[src/rtl/glb_read_arbiter.sv]
// rtl/glb_read_arbiter.sv - round-robin arbiter sharing one GLB read port among N_PE PEs
//
// Purpose:
//   Grants at most one PE read request per cycle onto the GLB read port,
//   tracks each granted read through a LAT-deep one-hot tag pipeline and
//   steers the returning data to its owner.  A flush request halts new
//   grants, waits for all in-flight reads to return and then reports done.
//
// Ports:
//   clk, rst     clock, synchronous active-high reset
//   pe_req       per-PE request, held with its address until granted
//   pe_addr      per-PE address, PE i at [i*ADDR_W +: ADDR_W]
//   pe_gnt       one-hot grant (combinational, same cycle as glb_ren)
//   glb_ready    GLB can accept a read this cycle
//   glb_ren      GLB read enable
//   glb_raddr    address of the granted PE (0 when idle)
//   glb_rdata    GLB read data, valid LAT cycles after glb_ren
//   pe_rvalid    one-hot owner of glb_rdata this cycle
//   pe_rdata     glb_rdata passthrough
//   flush        drain request
//   flush_done   high while drained and flush held
//   busy         any request pending or any read in flight
module glb_read_arbiter #(
  parameter int N_PE   = 4,
  parameter int ADDR_W = 8,
  parameter int DATA_W = 16,
  parameter int LAT    = 2
) (
  input  logic                   clk,
  input  logic                   rst,
  input  logic [N_PE-1:0]        pe_req,
  input  logic [N_PE*ADDR_W-1:0] pe_addr,
  output logic [N_PE-1:0]        pe_gnt,
  input  logic                   glb_ready,
  output logic                   glb_ren,
  output logic [ADDR_W-1:0]      glb_raddr,
  input  logic [DATA_W-1:0]      glb_rdata,
  output logic [N_PE-1:0]        pe_rvalid,
  output logic [DATA_W-1:0]      pe_rdata,
  input  logic                   flush,
  output logic                   flush_done,
  output logic                   busy
);

  localparam int PTR_W = (N_PE > 1) ? $clog2(N_PE) : 1;
  localparam int CNT_W = $clog2(LAT + 1);

  typedef enum logic [1:0] {
    S_RUN,
    S_DRAIN,
    S_DONE
  } state_t;

  state_t             state_q, state_d;
  logic [PTR_W-1:0]   ptr_q;
  logic [N_PE-1:0]    tag_q [LAT];
  logic [CNT_W-1:0]   inflight;

  logic               grant_ok;
  logic               found;
  logic [PTR_W-1:0]   win;
  logic [PTR_W:0]     idx;

  // Reset also masks the grant so nothing is issued during the reset cycle.
  assign grant_ok = !rst && (state_q == S_RUN) && !flush && glb_ready;

  // Round-robin search starting at ptr; idx has one spare bit so ptr+k
  // can be folded back into range with a single subtract.
  always_comb begin
    found  = 1'b0;
    win    = '0;
    idx    = '0;
    pe_gnt = '0;
    if (grant_ok) begin
      for (int k = 0; k < N_PE; k++) begin
        idx = {1'b0, ptr_q} + (PTR_W+1)'(k);
        if (idx >= (PTR_W+1)'(N_PE)) begin
          idx = idx - (PTR_W+1)'(N_PE);
        end
        if (!found && pe_req[idx[PTR_W-1:0]]) begin
          found = 1'b1;
          win   = idx[PTR_W-1:0];
        end
      end
    end
    if (found) begin
      pe_gnt[win] = 1'b1;
    end
  end

  assign glb_ren   = found;
  assign glb_raddr = found ? pe_addr[int'(win)*ADDR_W +: ADDR_W] : '0;

  always_ff @(posedge clk) begin
    if (rst) begin
      ptr_q <= '0;
    end else if (found) begin
      ptr_q <= (win == PTR_W'(N_PE - 1)) ? '0 : win + 1'b1;
    end
  end

  // Tag pipeline: a zero word enters whenever no grant is made, so stalls
  // and drains keep shifting and responses stay aligned to the GLB latency.
  always_ff @(posedge clk) begin
    if (rst) begin
      for (int k = 0; k < LAT; k++) begin
        tag_q[k] <= '0;
      end
    end else begin
      tag_q[0] <= pe_gnt;
      for (int k = 1; k < LAT; k++) begin
        tag_q[k] <= tag_q[k-1];
      end
    end
  end

  always_comb begin
    inflight = '0;
    for (int k = 0; k < LAT; k++) begin
      if (|tag_q[k]) begin
        inflight = inflight + CNT_W'(1);
      end
    end
  end

  // Reads still in the pipe when reset hits are discarded, including the
  // one that would have returned during the reset cycle itself.
  assign pe_rvalid = rst ? '0 : tag_q[LAT-1];
  assign pe_rdata  = glb_rdata;
  assign busy      = (|pe_req) || (inflight != '0);

  always_ff @(posedge clk) begin
    if (rst) begin
      state_q <= S_RUN;
    end else begin
      state_q <= state_d;
    end
  end

  always_comb begin
    state_d    = state_q;
    flush_done = 1'b0;
    case (state_q)
      S_RUN: begin
        if (flush) begin
          state_d = S_DRAIN;
        end
      end
      S_DRAIN: begin
        // Drain completes even if flush drops meanwhile; DONE is always
        // visited for at least one cycle.
        if (inflight == '0) begin
          state_d = S_DONE;
        end
      end
      S_DONE: begin
        flush_done = !rst;
        if (!flush) begin
          state_d = S_RUN;
        end
      end
      default: begin
        state_d = S_RUN;
      end
    endcase
  end

endmodule

[config.mk]
export PLATFORM = sky130hd
export DESIGN_NAME = glb_read_arbiter
export DESIGN_NICKNAME = d
export VERILOG_FILES = /design/src/rtl/glb_read_arbiter.sv
export SDC_FILE = /design/constraint.sdc
export NUM_CORES = 1
export LEC_CHECK = 0
export CORE_ASPECT_RATIO = 1.75
export CORE_MARGIN = 2
export CORE_UTILIZATION = 30
export CTS_CLUSTER_SIZE = 28
export DETAILED_ROUTE_END_ITERATION = 10
export GPL_TIMING_DRIVEN = 0
export PLACE_DENSITY = 0.82
export SYNTH_ARGS = -nofsm -noshare
export SYNTH_HDL_FRONTEND = slang
export SYNTH_SLANG_ARGS = --single-unit
[constraint.sdc]
create_clock -name clk -period 3.48 [get_ports clk]
set_input_delay 1.044 -clock clk [delete_from_list [all_inputs] [get_ports clk]]
set_output_delay 1.044 -clock clk [all_outputs]
set_load 0.02 [all_outputs]
## Word level (Yosys, flattened, before mapping)

Memory sizes are Yosys's and may differ from the RTL's.
Index checks and enable logic that the tools add are counted.

| storage, ports and cells | value |
|---|---|
| register bits | 4 |
| RAM bits | 8 |
| input port bits | 56 |
| output and inout bits | 35 |
| memories | 1 |

Memories:

| name | depth | bits a word | read ports | clocked after memory_dff | write ports | line | RTL |
|---|---|---|---|---|---|---|---|
| tag_q | 2 | 4 | 2 | 0 | 2 | 56 | `logic [N_PE-1:0] tag_q [LAT];` |

| cells by class | value |
|---|---|
| add/sub/neg operators | 9 |
| magnitude comparators | 10 |
| equal/unequal tests | 6 |
| shifts and indexed selects | 1 |
| multiplexer cells | 47 |
| bitwise operators | 2 |
| reduce and logical (&&, ||, !) cells | 20 |

Operators by type and width:

| cell | count |
|---|---|
| 2-bit 2-to-1 mux | 18 |
| 32-bit by 6-bit indexed part select with 8-bit output | 1 |
| 1-bit 2-to-1 mux | 18 |
| 4-bit 2-to-1 mux | 4 |
| 2-bit by 3-bit less-than comparator with 1-bit output (second input constant) | 5 |
| 4-bit OR reduction | 3 |
| 3-bit greater-or-equal comparator (second input constant) | 3 |
| 1-bit binary-select mux with 2-bit select | 4 |
| 8-bit 2-to-1 mux | 1 |
| 2-bit by 1-bit subtractor with 2-bit output (second input constant) | 4 |
| 1-bit logical AND | 7 |
| 2-bit by 2-bit adder with 3-bit output (second input constant) | 2 |
| 2-bit inequality test (second input constant) | 3 |
| 2-bit one-hot mux with 3 select lines | 1 |
| 1-bit logical NOT | 5 |
| 2-bit by 1-bit adder with 2-bit output (second input constant) | 2 |
| 2-bit == test (second input constant) | 2 |
| 2-bit logical NOT | 2 |
| 2-bit by 1-bit adder with 3-bit output (second input constant) | 1 |
| 2-bit by 3-bit greater-or-equal comparator with 1-bit output (second input constant) | 1 |
| 3-bit AND reduction | 1 |
| 1-bit demux with 2-bit select | 1 |
| 2-bit by 1-bit == test with 1-bit output (second input constant) | 1 |
| 2-bit by 1-bit greater-or-equal comparator with 1-bit output (second input constant) | 1 |
| other kinds (3) | 4 |

## Longest topological paths before layout

| depth | value |
|---|---|
| word-level depth | 27 |
| depth in mapped cells | 8 |
| gate-level depth less buffers | 8 |

## Worst setup path before layout

Ideal clock, no wire load.

| timing path | value |
|---|---|
| path kind | input -> output |
| start point | input port pe_req[2] |
| end point | output port pe_gnt[0] |
| data arrival time | 2.623 ns |
| required time | 2.436 ns |
| path slack | -0.187 ns |
| cell stages on the path | 7 |
| buffers on the path | 1 |
| path through | nor2b_1 or4_1 buf_2 a21boi_0 inv_1 ha_1 and2_1 |

| on the way | value |
|---|---|
| cells in the longest elaborated chain, start to end | 21 |
| elaborated cells on any way between the ends | 33 |
| classes of those cells | order compare: 2; mux: 24; reduce/logical: 7 |

Ends and longest elaborated chain:

| what | line | RTL |
|---|---|---|
| start: declaration | 31 | `input logic [N_PE-1:0] pe_req,` |
| 1-bit binary-select mux with 2-bit select | 80 | `if (!found && pe_req[idx[PTR_W-1:0]]) begin` |
| 1-bit 2-to-1 mux (not written as such) | 80 |  |
| 1-bit 2-to-1 mux | 80 |  |
| 1-bit 2-to-1 mux | 74 | `if (grant_ok) begin` |
| 1-bit logical NOT | 80 |  |
| 1-bit logical AND | 80 |  |
| 1-bit 2-to-1 mux | 80 |  |
| 1-bit 2-to-1 mux | 74 |  |
| (+5 left out) | -- |  |
| 1-bit logical AND | 80 |  |
| 2-bit 2-to-1 mux | 80 |  |
| 2-bit 2-to-1 mux | 74 |  |
| 2-bit by 3-bit less-than comparator with 1-bit output (not written as such) / 2-bit by 1-bit greater-or-equal comparator with 1-bit output (equally long branches) | 87 | `pe_gnt[win] = 1'b1;` |
| 1-bit logical AND (not written as such) | 87 |  |
| 1-bit 2-to-1 mux (not written as such) | 87 |  |
| 1-bit demux with 2-bit select | 87 |  |
| 4-bit 2-to-1 mux (*) | 86 | `if (found) begin` |
| end: declaration | 33 | `output logic [N_PE-1:0] pe_gnt,` |

Every way passes the cells marked *; elsewhere a longest branch is shown, timed or not. The select of a mux whose other input is x is not followed.

## Worst setup path in the final report

| timing path | value |
|---|---|
| start point | input port pe_req[2] |
| end point | output port glb_raddr[3] |

| on the way | value |
|---|---|
| cells in the longest elaborated chain, start to end | 18 |
| elaborated cells on any way between the ends | 29 |
| classes of those cells | shift: 1; mux: 22; reduce/logical: 6 |

Ends and longest elaborated chain:

| what | line | RTL |
|---|---|---|
| 1-bit binary-select mux with 2-bit select | 80 |  |
| 1-bit 2-to-1 mux (not written as such) | 80 |  |
| 1-bit 2-to-1 mux | 80 |  |
| 1-bit 2-to-1 mux | 74 |  |
| 1-bit logical NOT | 80 |  |
| 1-bit logical AND | 80 |  |
| 1-bit 2-to-1 mux | 80 |  |
| 1-bit 2-to-1 mux | 74 |  |
| (+2 left out) | -- |  |
| 1-bit 2-to-1 mux | 80 |  |
| 1-bit 2-to-1 mux | 74 |  |
| 1-bit logical NOT | 80 |  |
| 1-bit logical AND | 80 |  |
| 2-bit 2-to-1 mux | 80 |  |
| 2-bit 2-to-1 mux | 74 |  |
| 32-bit by 6-bit indexed part select with 8-bit output | 92 | `assign glb_raddr = found ? pe_addr[int'(win)*ADDR_W +: ADDR_W] : '0;` |
| 8-bit 2-to-1 mux (*) | 92 |  |
| end: declaration | 36 | `output logic [ADDR_W-1:0] glb_raddr,` |

Marked as above.

==> impl_metrics.csv <==
group,metric,value,unit
run_status,run_status,"finished, violations left",
run_status,violations_in_the_final_reports,"negative setup slack",
placement,place_area,1944,um^2
cts,cts.htree.levels,1,
run,cap_viol_max_count,0,
floorplan,fp.coreArea,3628,um^2
grt,antenna_found_initial,0,
critical_path,timing.critical_path.from,"pe_req[2]",
cts,clock_tree_from_tritoncts,"yes",
floorplan,num_io_pins,91,
cts,worstSkewPairLatency,0.24,ns
cells_and_area,final_layout_size_suffix_gt1_frac,0.4016,
critical_path,endpoint_kind_of_the_worst_setup_timing_path,"primary output",
placement,placement.setup.worst_slack,-1.214,ns
floorplan,chipWidth,50.39,um
placement,place_congestion,0.8253,
critical_path,r2r.worst_path.cells,5,
power,leakagePower,1.007,nW
critical_path,reg2reg_to,"ptr_q[1]$_SDFFE_PP0P_",
sta,report.final.setup_viol,12,
yosys,postSynthAreaPerCell,7.243,um^2
critical_path,worstPathRequired,2.44,ns
sta,hold_viol_final,0,
cts,deepest_clock_path_buffer_count,2,
critical_path,setup_slack_on_the_worst_flop_to_flop_path,1.73,ns
cts,post_cts_hold_buffer_count,0,
placement,hpwl,2660,um
cells_and_area,most-common-layout-cells,"54 x sky130_fd_sc_hd__clkdlybuf4s50_1, 25 x sky130_fd_sc_hd__buf_4, 18 x sky130_fd_sc_hd__buf_6",
yosys,dominantRegCellSynth,"sky130_fd_sc_hd__dfxtp_1",
worst_hold_path,holdCritPathClass,"flip-flop to flip-flop",
floorplan,dieHeight,85.19,um
cells_and_area,final_common_cell,"sky130_fd_sc_hd__clkdlybuf4s50_1",
drt,vias_per_inst,5.117,
sta,maxSlewViolCount,0,
critical_path,timing.critical_path.to,"glb_raddr[3]",
yosys,synthArstFlopShare,0,
floorplan,initial_cell_density_of_the_core,0.3114,
cells_and_area,fin_area,2327,um^2
drt,detail_route.wl_per_cell,13.61,um
drt,ant_nets,0,
cts,cts.sink_count,12,
sta,finalCritPeriodShare,1.037,
sta,maxSlewHeadroom,0.6215,
sta,setup_ws,-0.1300,ns
floorplan,rows,29,
drt,first_iter_violations,27,
placement,io_buffers,74,
cts,numCtsBuffers,3,
power,p_total,0.0005012,W
sta,final.setup.tns,-1.153,ns
cells_and_area,area_growth,106.0,%
cells_and_area,finish.net_count,305,
cts,clock-root-buffer,"sky130_fd_sc_hd__clkbuf_8",
sta,unrepaired_setup_endpoints_after_global_routing,"true",
power,peakVddDrop,0.1752,mV
grt,global_route.usage.total,0.1762,
cells_and_area,post-route-util,0.6414,
critical_path,type_of_element_launching_the_critical_path,"input port",
sta,max_freq,0.2770,GHz
yosys,ys_types,31,
sta,worst_slew_pin_tran,0.5635,ns
grt,grt_start_max_net_pins,11,
yosys,ys_seq_area_frac,0.2126,
drt,drt_pre_antenna_iters,4,
critical_path,r2r_startpoint,"ptr_q[1]$_SDFFE_PP0P_",
grt,number_of_global_route_vias_before_repair,1451,
drt,route.final.wire_length,3946,um
critical_path,type_of_the_setup_path_with_the_least_slack,"input port to primary output",
sta,post-route-min-period,3.610,ns
floorplan,dieArea,4292,um^2
grt,grt_pass1_wl,6120,um
yosys,synth_warnings,0,
yosys,netlist_area,1130,um^2
yosys,syn-instance-count,156,
critical_path,timing.critical_path.fanout_max,9,
drt,drcViolationCount,0,
critical_path,critPathArrivalTime,2.57,ns
drt,route.vias.total,1484,
cells_and_area,antenna_cells,0,
cts,clk_transition_reported_paths,0.05,ns
yosys,synthesis.nets,216,
power,power_density_over_cell_area,215.3,nW/um^2
yosys,synth_enable_flop_cells,0,
sta,fin_skew,0.0007522,ns
yosys,synth-seq-cells,12,
grt,global_route.overflow_total,0,
-- kinds of logic after synthesis --
family	after synthesis	synth area share
buffers and inverters	27	0.1517
AOI/OAI and AO/OA	33	0.1573
and+or+nand+nor	72	0.3544
adders and majority gates	4	0.04430
DFF	12	0.2126
muxes	8	0.07974
-- how the worst min path moves through the flow --
stage                      startpoint                endpoint  depth (start not counted)
4_1_cts        tag_q[0][1]$_SDFF_PP0_  tag_q[0][5]$_SDFF_PP0_                          1
6_report       tag_q[0][1]$_SDFF_PP0_  tag_q[0][5]$_SDFF_PP0_                          1
3_3_place_gp   tag_q[0][1]$_SDFF_PP0_  tag_q[0][5]$_SDFF_PP0_                          1
2_1_floorplan  tag_q[0][2]$_SDFF_PP0_  tag_q[0][6]$_SDFF_PP0_                          1
3_5_place_dp   tag_q[0][1]$_SDFF_PP0_  tag_q[0][5]$_SDFF_PP0_                          1
5_1_grt        tag_q[0][1]$_SDFF_PP0_  tag_q[0][5]$_SDFF_PP0_                          1
-- cell usage after synthesis (4+ instances only) --
cell type | instances | area share
sky130_fd_sc_hd__ha_1 | 4 | 0.044
sky130_fd_sc_hd__o21ai_1 | 6 | 0.027
sky130_fd_sc_hd__dfxtp_1 | 12 | 0.21
sky130_fd_sc_hd__nor2b_1 | 11 | 0.061
sky130_fd_sc_hd__buf_4 | 16 | 0.11
sky130_fd_sc_hd__nand2_1 | 11 | 0.037
sky130_fd_sc_hd__a21oi_1 | 10 | 0.044
sky130_fd_sc_hd__mux2_2 | 8 | 0.080
sky130_fd_sc_hd__clkbuf_1 | 4 | 0.013
sky130_fd_sc_hd__nand3_1 | 17 | 0.075
sky130_fd_sc_hd__o21ai_0 | 12 | 0.053
sky130_fd_sc_hd__and2_1 | 9 | 0.050
sky130_fd_sc_hd__nor2_1 | 8 | 0.027
-- routing by layer --
| metal | part of all wire | global-route usage | up-vias |
|---|---|---|---|
| met4 | 0.026 | 0.07125 | 0 |
| met5 | 0 | 0 | - |
| li1 | - | - | 704 |
| met2 | 0.56 | 0.3349 | 84 |
| met3 | 0.066 | 0.02289 | 10 |
| met1 | 0.35 | 0.1878 | 686 |
-- registers in the layout, summed over array words and instances (netlist names) --
signal and count:
tag_q 8, state_q 2, ptr_q 2
-- critical path: stages --
cell and delay, ns:
sky130_fd_sc_hd__buf_2 0.14, sky130_fd_sc_hd__nor2b_4 0.14, sky130_fd_sc_hd__nor4_4 0.50, sky130_fd_sc_hd__o21ai_0 0.24, sky130_fd_sc_hd__a21oi_2 0.21, sky130_fd_sc_hd__mux2_4 0.18, sky130_fd_sc_hd__buf_6 0.11
-- layout make-up --
cell class	count	area (um^2)
Timing Repair Buffer	86	858.3
Sequential cell	12	240.2
Buffer	21	161.4
Clock buffer	4	55.05
Fill cell	299	1301
Inverter	4	15.01
Tap cell	46	57.56
Multi-Input combinational cell	117	939.7
-- repair_timing --
| action | 4_1_cts | 5_1_grt |
|---|---|---|
| endpoints found under the setup margin | 18 | 16 |
| cloned | 1 | 0 |
| gates resized for setup | 140 | 23 |
| pin swaps | 8 | 9 |
| buffers inserted | 10 | 1 |
-- stage by stage --
step / hold slack, ns / instances
global route: 0.4709 / 290
global placement: 0.4390 / 276
floorplan: 0.4287 / 156
CTS: 0.4662 / 291
finish: 0.4590 / 290
detailed placement: 0.4576 / 276
-- power breakdown --
group	internal, W	switching (W)	total (W)
Combinational	0.000119	0.0000893	0.000208
Clock	0.0000997	0.0000482	0.000148
Sequential	0.000142	0.00000368	0.000145
Power figures use the tool's default switching activity.
